[src/rtl/uart_pkg.sv]
// rtl/uart_pkg.sv - shared constants, state encoding and frame helper for the buffered UART transmitter
package uart_pkg;

    localparam int PAR_NONE = 0;
    localparam int PAR_ODD  = 1;
    localparam int PAR_EVEN = 2;

    typedef enum logic [2:0] {
        IDLE,
        START,
        DATA,
        PARITY,
        STOP
    } uart_state_e;

    function automatic int frame_bits(input int data_w, input int parity_mode, input int stop_bits);
        return 1 + data_w + ((parity_mode != PAR_NONE) ? 1 : 0) + stop_bits;
    endfunction

endpackage

[src/rtl/uart_sync_fifo.sv]
// rtl/uart_sync_fifo.sv - synchronous show-ahead FIFO with registered full/empty/count flags
module uart_sync_fifo #(
    parameter int DATA_W = 8,
    parameter int DEPTH  = 16
) (
    input  logic                     clk,
    input  logic                     rst,
    input  logic                     push,
    input  logic                     pop,
    input  logic [DATA_W-1:0]        din,
    output logic [DATA_W-1:0]        dout,
    output logic                     full,
    output logic                     empty,
    output logic [$clog2(DEPTH):0]   count
);

    localparam int PTR_W = $clog2(DEPTH);

    logic [DATA_W-1:0] mem_q [DEPTH];
    logic [PTR_W-1:0]  wr_ptr_q, rd_ptr_q;
    logic [PTR_W:0]    count_q, count_d;
    logic              full_q, empty_q;
    logic              do_push, do_pop;

    // A push while full is dropped even when a pop happens on the same edge.
    assign do_push = push && !full_q;
    assign do_pop  = pop && !empty_q;

    always_comb begin
        count_d = count_q;
        if (do_push && !do_pop) begin
            count_d = count_q + (PTR_W+1)'(1);
        end else if (do_pop && !do_push) begin
            count_d = count_q - (PTR_W+1)'(1);
        end
    end

    always_ff @(posedge clk) begin
        if (do_push) begin
            mem_q[wr_ptr_q] <= din;
        end
    end

    always_ff @(posedge clk or posedge rst) begin
        if (rst) begin
            wr_ptr_q <= '0;
            rd_ptr_q <= '0;
            count_q  <= '0;
            full_q   <= 1'b0;
            empty_q  <= 1'b1;
        end else begin
            if (do_push) wr_ptr_q <= wr_ptr_q + PTR_W'(1);
            if (do_pop)  rd_ptr_q <= rd_ptr_q + PTR_W'(1);
            count_q <= count_d;
            full_q  <= (count_d == (PTR_W+1)'(DEPTH));
            empty_q <= (count_d == '0);
        end
    end

    assign dout  = mem_q[rd_ptr_q];
    assign full  = full_q;
    assign empty = empty_q;
    assign count = count_q;

endmodule

[src/rtl/uart_tx_buffered.sv]
// rtl/uart_tx_buffered.sv - FIFO-fed UART transmitter with configurable framing and sticky overflow
module uart_tx_buffered #(
    parameter int DATA_W       = 8,
    parameter int DEPTH        = 16,
    parameter int CLKS_PER_BIT = 868,
    parameter int PARITY_MODE  = 0,
    parameter int STOP_BITS    = 1
) (
    input  logic                   clk,
    input  logic                   rst,
    input  logic                   wr_en,
    input  logic [DATA_W-1:0]      wr_data,
    input  logic                   ovf_clr,
    output logic                   full,
    output logic                   empty,
    output logic [$clog2(DEPTH):0] count,
    output logic                   overflow,
    output logic                   busy,
    output logic                   tx
);
    import uart_pkg::*;

    localparam int BAUD_W = $clog2(CLKS_PER_BIT);
    localparam int BIT_W  = $clog2(DATA_W + 1);
    localparam logic [BAUD_W-1:0] BAUD_TC   = BAUD_W'(CLKS_PER_BIT - 1);
    localparam logic [BIT_W-1:0]  LAST_DATA = BIT_W'(DATA_W - 1);
    localparam logic [BIT_W-1:0]  LAST_STOP = BIT_W'(STOP_BITS - 1);
    localparam bit HAS_PARITY = (PARITY_MODE != PAR_NONE);

    uart_state_e        state_q, state_d;
    logic [BAUD_W-1:0]  baud_q, baud_d;
    logic [BIT_W-1:0]   bit_q, bit_d;
    logic [DATA_W-1:0]  shift_q, shift_d;
    logic               par_q, par_d;
    logic               tx_q, tx_d;
    logic               busy_q, busy_d;
    logic               ovf_q, ovf_d;
    logic               baud_tc, load, pop, parity_bit;
    logic               fifo_full, fifo_empty;
    logic [DATA_W-1:0]  fifo_dout;

    uart_sync_fifo #(.DATA_W(DATA_W), .DEPTH(DEPTH)) u_fifo (
        .clk   (clk),
        .rst   (rst),
        .push  (wr_en),
        .pop   (pop),
        .din   (wr_data),
        .dout  (fifo_dout),
        .full  (fifo_full),
        .empty (fifo_empty),
        .count (count)
    );

    assign baud_tc = (baud_q == BAUD_TC);
    // par_q holds the even parity of the word captured at load time.
    assign parity_bit = (PARITY_MODE == PAR_EVEN) ? par_q : ~par_q;

    always_comb begin
        state_d = state_q;
        baud_d  = baud_tc ? '0 : baud_q + BAUD_W'(1);
        bit_d   = bit_q;
        shift_d = shift_q;
        par_d   = par_q;
        tx_d    = tx_q;
        busy_d  = busy_q;
        load    = 1'b0;
        pop     = 1'b0;
        unique case (state_q)
            IDLE: begin
                baud_d = '0;
                load   = !fifo_empty;
            end
            START: if (baud_tc) begin
                state_d = DATA;
                bit_d   = '0;
                tx_d    = shift_q[0];
                shift_d = shift_q >> 1;
            end
            DATA: if (baud_tc) begin
                if (bit_q == LAST_DATA) begin
                    bit_d = '0;
                    if (HAS_PARITY) begin
                        state_d = PARITY;
                        tx_d    = parity_bit;
                    end else begin
                        state_d = STOP;
                        tx_d    = 1'b1;
                    end
                end else begin
                    bit_d   = bit_q + BIT_W'(1);
                    tx_d    = shift_q[0];
                    shift_d = shift_q >> 1;
                end
            end
            PARITY: if (baud_tc) begin
                state_d = STOP;
                bit_d   = '0;
                tx_d    = 1'b1;
            end
            STOP: if (baud_tc) begin
                if (bit_q == LAST_STOP) begin
                    load = !fifo_empty;
                    if (fifo_empty) begin
                        state_d = IDLE;
                        busy_d  = 1'b0;
                    end
                end else begin
                    bit_d = bit_q + BIT_W'(1);
                end
            end
            default: state_d = IDLE;
        endcase
        // Shared by IDLE and the end of STOP so back-to-back frames have no gap.
        if (load) begin
            pop     = 1'b1;
            shift_d = fifo_dout;
            par_d   = ^fifo_dout;
            state_d = START;
            tx_d    = 1'b0;
            busy_d  = 1'b1;
        end
    end

    always_comb begin
        ovf_d = ovf_q;
        if (wr_en && fifo_full) begin
            ovf_d = 1'b1;
        end else if (ovf_clr) begin
            ovf_d = 1'b0;
        end
    end

    always_ff @(posedge clk or posedge rst) begin
        if (rst) begin
            state_q <= IDLE;
            baud_q  <= '0;
            bit_q   <= '0;
            shift_q <= '0;
            par_q   <= 1'b0;
            tx_q    <= 1'b1;
            busy_q  <= 1'b0;
            ovf_q   <= 1'b0;
        end else begin
            state_q <= state_d;
            baud_q  <= baud_d;
            bit_q   <= bit_d;
            shift_q <= shift_d;
            par_q   <= par_d;
            tx_q    <= tx_d;
            busy_q  <= busy_d;
            ovf_q   <= ovf_d;
        end
    end

    assign full     = fifo_full;
    assign empty    = fifo_empty;
    assign overflow = ovf_q;
    assign busy     = busy_q;
    assign tx       = tx_q;

endmodule

[config.mk]
export PLATFORM = sky130hd
export DESIGN_NAME = uart_tx_buffered
export DESIGN_NICKNAME = d
export VERILOG_FILES = /design/src/rtl/uart_pkg.sv /design/src/rtl/uart_sync_fifo.sv /design/src/rtl/uart_tx_buffered.sv
export SDC_FILE = /design/constraint.sdc
export NUM_CORES = 1
export LEC_CHECK = 0
export ABC_CLOCK_PERIOD_IN_PS = 2600
export CELL_PAD_IN_SITES_DETAIL_PLACEMENT = 1
export CELL_PAD_IN_SITES_GLOBAL_PLACEMENT = 2
export CORE_ASPECT_RATIO = 1.1
export CORE_MARGIN = 3
export CORE_UTILIZATION = 46
export DETAILED_ROUTE_END_ITERATION = 6
export PLACE_DENSITY = 0.88
export SKIP_CTS_REPAIR_TIMING = 1
export SLEW_MARGIN = 20
export SYNTH_ARGS = -nofsm -noshare
export SYNTH_HDL_FRONTEND = slang
export SYNTH_HIERARCHICAL = 1
export SYNTH_SLANG_ARGS = --single-unit
[constraint.sdc]
create_clock -name clk -period 2.6 [get_ports clk]
set_clock_uncertainty 0.05 [all_clocks]
set_input_delay 0.26 -clock clk [delete_from_list [all_inputs] [get_ports clk]]
set_output_delay 0.26 -clock clk [all_outputs]
set_load 0.005 [all_outputs]
==> metrics.md, run 1 <==
| Metric | Value |
|---|---|
| First-pass GRT wire length | ~25000 um |
| CTS tree | done |
| Crit. End Element | register |
| Kind of cell adding the most delay to the critical path | simple AND/OR/NAND/NOR gates |
| DRT iter0 DRCs | ~240 |
| Vias in the first global route | between 4000 and 5000 |
| Max-cap check violation count | 0 |
| WP buf/inv | 2 |
| Vias per cell | about 5.7 |
| Fin. max-slew vios | 0 |
| Synth-to-Final Area Change | 14.5% |
| Clock buffer count from CTS | 17 |
| Clk buf depth | 2 |
| Worst R2R Setup Slack | 0.15 ns |
| Syn nets | between 400 and 500 |
| CP max stage delay | 0.39 ns |
| Die ar. | 17600 um2 |
| Number of port buffers | 21 |
| Outcome | finished clean |
| Cell Area, Placed | a little under 8000 um2 |
| R2R Path End | u_fifo/full |
| Synthesized area per cell | between 15 and 20 um2 |
| H-tree depth | 4 |
| Fin cells | ~700 |
| Sequential area share after synthesis | between 60 and 70% |
| Fin crit share | between 90% and 100% |
| F_max | 409 MHz |
| R2R depth | 11 |
| Req. time, crit path | about 2.9 ns |
| Antenna cells | 0 |
| Worst min path class | input port to async pin |
| Share of async-settable or async-resettable flops after synthesis | 25.1% |
| DIE WIDTH | approximately 130 um |
| Worst VDD drop | around 0.56 mV |
| Distinct cells, synth | 63 |
| Register bit count reported by yosys | 171 |
| Crit path to | u_fifo/full |
| Via count | between 4000 and 5000 |
| Fin crit period | between 2 and 2.5 ns |
| Syn Std Cell Area | 7400 um2 |
| DR pass1 iterations | 4 |
| Cell Chain, Critical Path | ha_2 > and4bb_4 > a41o_2 > nand2_1 > inv_1 > nor2b_1 > buf_4 > nor2_1 > nor4_2 > o32ai_2 > nor3b_1 |
| Antenna Nets Post-Route | 0 |
| Row cnt | 48 |
| Top_reg_cell synth | edfxtp_1 |
| Pwr Total | 8.44 mW |
| Die H | 139 um |
| Critical Path Stages | 11 |
| Remaining DRCs | 0 |
| P per Cell Area | 997 nW/um2 |
| Synth warn | 6 |
| Worst-Margin Slew | just over 0.6 ns |
| CP Class | register to register |
| WP data arrival | roughly 2.7 ns |
| Fin util | a little over half |
| Routed WL | 15400 um |
| GR Overflow Total | 0 |
| Final Instance Area | between 8000 and 9000 um2 |
| Clock slew at reported path FFs | around 0.06 ns |
| HPWL after DPL | approximately 10000 um |
| I/O pins | 22 |
| Placed cell count | between 600 and 700 |
| RR Startpoint | baud_q[0] |
| GPL Wtd Cong | around 0.77 |
| DP Worst Slack | 0.108 ns |
| Starting Density | 47.0% |
| CP startpoint kind | register |
| Most frequent cells in the layout | edfxtp_1 (128), dfrtp_1 (40), mux4_2 (25), nor2_1 (22), clkdlybuf4s50_1 (21) |
| GRT Util Overall | 18.6% |
| Clock Sink Count | about 170 |
| Leakage power | between 2 and 3 nW |
| Routed wire per std cell | 22.1 um |
| Most common cell after layout, fill and taps aside | edfxtp_1 |
| Worst-Skew Late Latency | about 0.43 ns |
| EDFF count, synth | roughly 130 |
| # setup viols final | 0 |
| Slew margin rel. | between 50% and 60% |
| Initial antenna violation count | 0 |
| Setup TNS | 0 ns |
| Count of final hold-check violations | 0 |
| Net count, final | between 500 and 600 |
| Hold Slack | 0.194 ns |
| Pin count of the biggest net entering global routing | 35 |
| Share of post-route cells with drive strength above 1 | about 20% |
| Core area | 15700 um2 |
| Worst setup startpoint | baud_q[0] |
| CP max-delay cell | dfrtp_1 |
| Root buffer cell | clkbuf_16 |
| Final Worst Setup Slack | between 0.15 and 0.2 ns |
| Post-Syn Instances | between 400 and 500 |
| Worst Path Max Fanout | 9 |
[cell usage after synthesis, types with 7 or more instances]
| master | number | area share, % |
|---|---|---|
| dfrtp_1 | 41 | 14 |
| nand4_1 | 7 | 0.59 |
| nor2b_1 | 9 | 0.76 |
| xnor2_1 | 13 | 1.5 |
| mux4_2 | 25 | 7.6 |
| or3_1 | 7 | 0.59 |
| mux4_1 | 7 | 2.5 |
| nor3_1 | 9 | 0.61 |
| nor2_1 | 22 | 1.1 |
| buf_2 | 8 | 0.54 |
| edfxtp_1 | 128 | 52 |
| inv_1 | 15 | 0.76 |
| a22oi_1 | 10 | 1.0 |
| and2_1 | 18 | 1.5 |
| nand3_1 | 11 | 0.74 |
| ha_1 | 10 | 1.7 |
| nand2_1 | 19 | 0.96 |
[state kept, by name (all words and copies together), names as in the netlist, 3 cells and up]
register         flops
u_fifo/wr_ptr_q      4
u_fifo/mem_q       128
bit_q                4
state_q              3
shift_q              8
u_fifo/rd_ptr_q      4
baud_q              10
u_fifo/count         5
[routing by layer]
metal	vias up	routed length [um]	part of all wire, %	global-route usage, %
met5	-	0	0	0
met4	0	217	1.4	5.76
met3	18	453	2.9	4.16
met2	63	8450	55	32.8
met1	2098	6300	41	22.7
li1	1829	-	-	-
[final cells by class]
class                   count  area, um2
flip-flops and latches    171       4920
repair buffers             38        375
clock buffers              18        429
inverters                  15       56.3
well taps                 200        250
clock inverters            14        133
fillers                  1472       7260
multi-input cells         243       2300
[cells by family after synthesis]
| group | after synthesis | share of synthesized area (%) |
|---|---|---|
| AND/OR/NAND/NOR | 124 | 9.57 |
| adder cells (fa/ha/maj) | 10 | 1.69 |
| AO/OA/AOI/OAI | 55 | 6.60 |
| XOR/XNOR | 17 | 2.11 |
| buffers and inverters | 35 | 2.72 |
| flip-flops | 171 | 66.5 |
| multiplexers | 37 | 10.8 |
[worst min path at each step]
stage | endpoint | slack [ns] | cells after the start
global route | overflow | 0.24 | 3
global placement | baud_q[0] | 0.42 | 1
detailed placement | baud_q[0] | 0.47 | 1
finish | u_fifo/count[0] | 0.19 | 2
CTS | overflow | 0.20 | 3
floorplan | u_fifo/count[0] | 0.11 | 1
[where the power goes]
part / total (mW) / internal, mW / switching (mW)
clock network: 2.41 / 1.34 / 1.07
logic: 2.31 / 1.16 / 1.15
registers: 3.72 / 3.37 / 0.352
total: 8.44 / 5.87 / 2.57
No activity file was read; power rests on OpenSTA's default activity.
==> inputs of run 2 (changes only) <==
==> constraint.sdc (replaced) <==
create_clock -name clk -period 2.6 [get_ports clk]
set_clock_uncertainty 0.05 [all_clocks]
set_input_delay 0.26 -clock clk [delete_from_list [all_inputs] [get_ports clk]]
set_output_delay 0.26 -clock clk [all_outputs]
set_load 0.01 [all_outputs]
==> results of run 2 <==
The final DEF is identical to that of run 1. Status: finished clean.
Main changes from that run: total power 8.44 mW -> 8.46 mW
==> inputs of run 3 (changes only) <==
--- a/config.mk
+++ b/config.mk
@@ -19,3 +19,4 @@
 export SYNTH_HDL_FRONTEND = slang
 export SYNTH_HIERARCHICAL = 1
 export SYNTH_SLANG_ARGS = --single-unit
+export TNS_END_PERCENT = 5
==> results of run 3 <==
The final DEF is identical to that of run 1. Status: finished clean.
Main changes from that run: total power 8.44 mW -> 8.46 mW
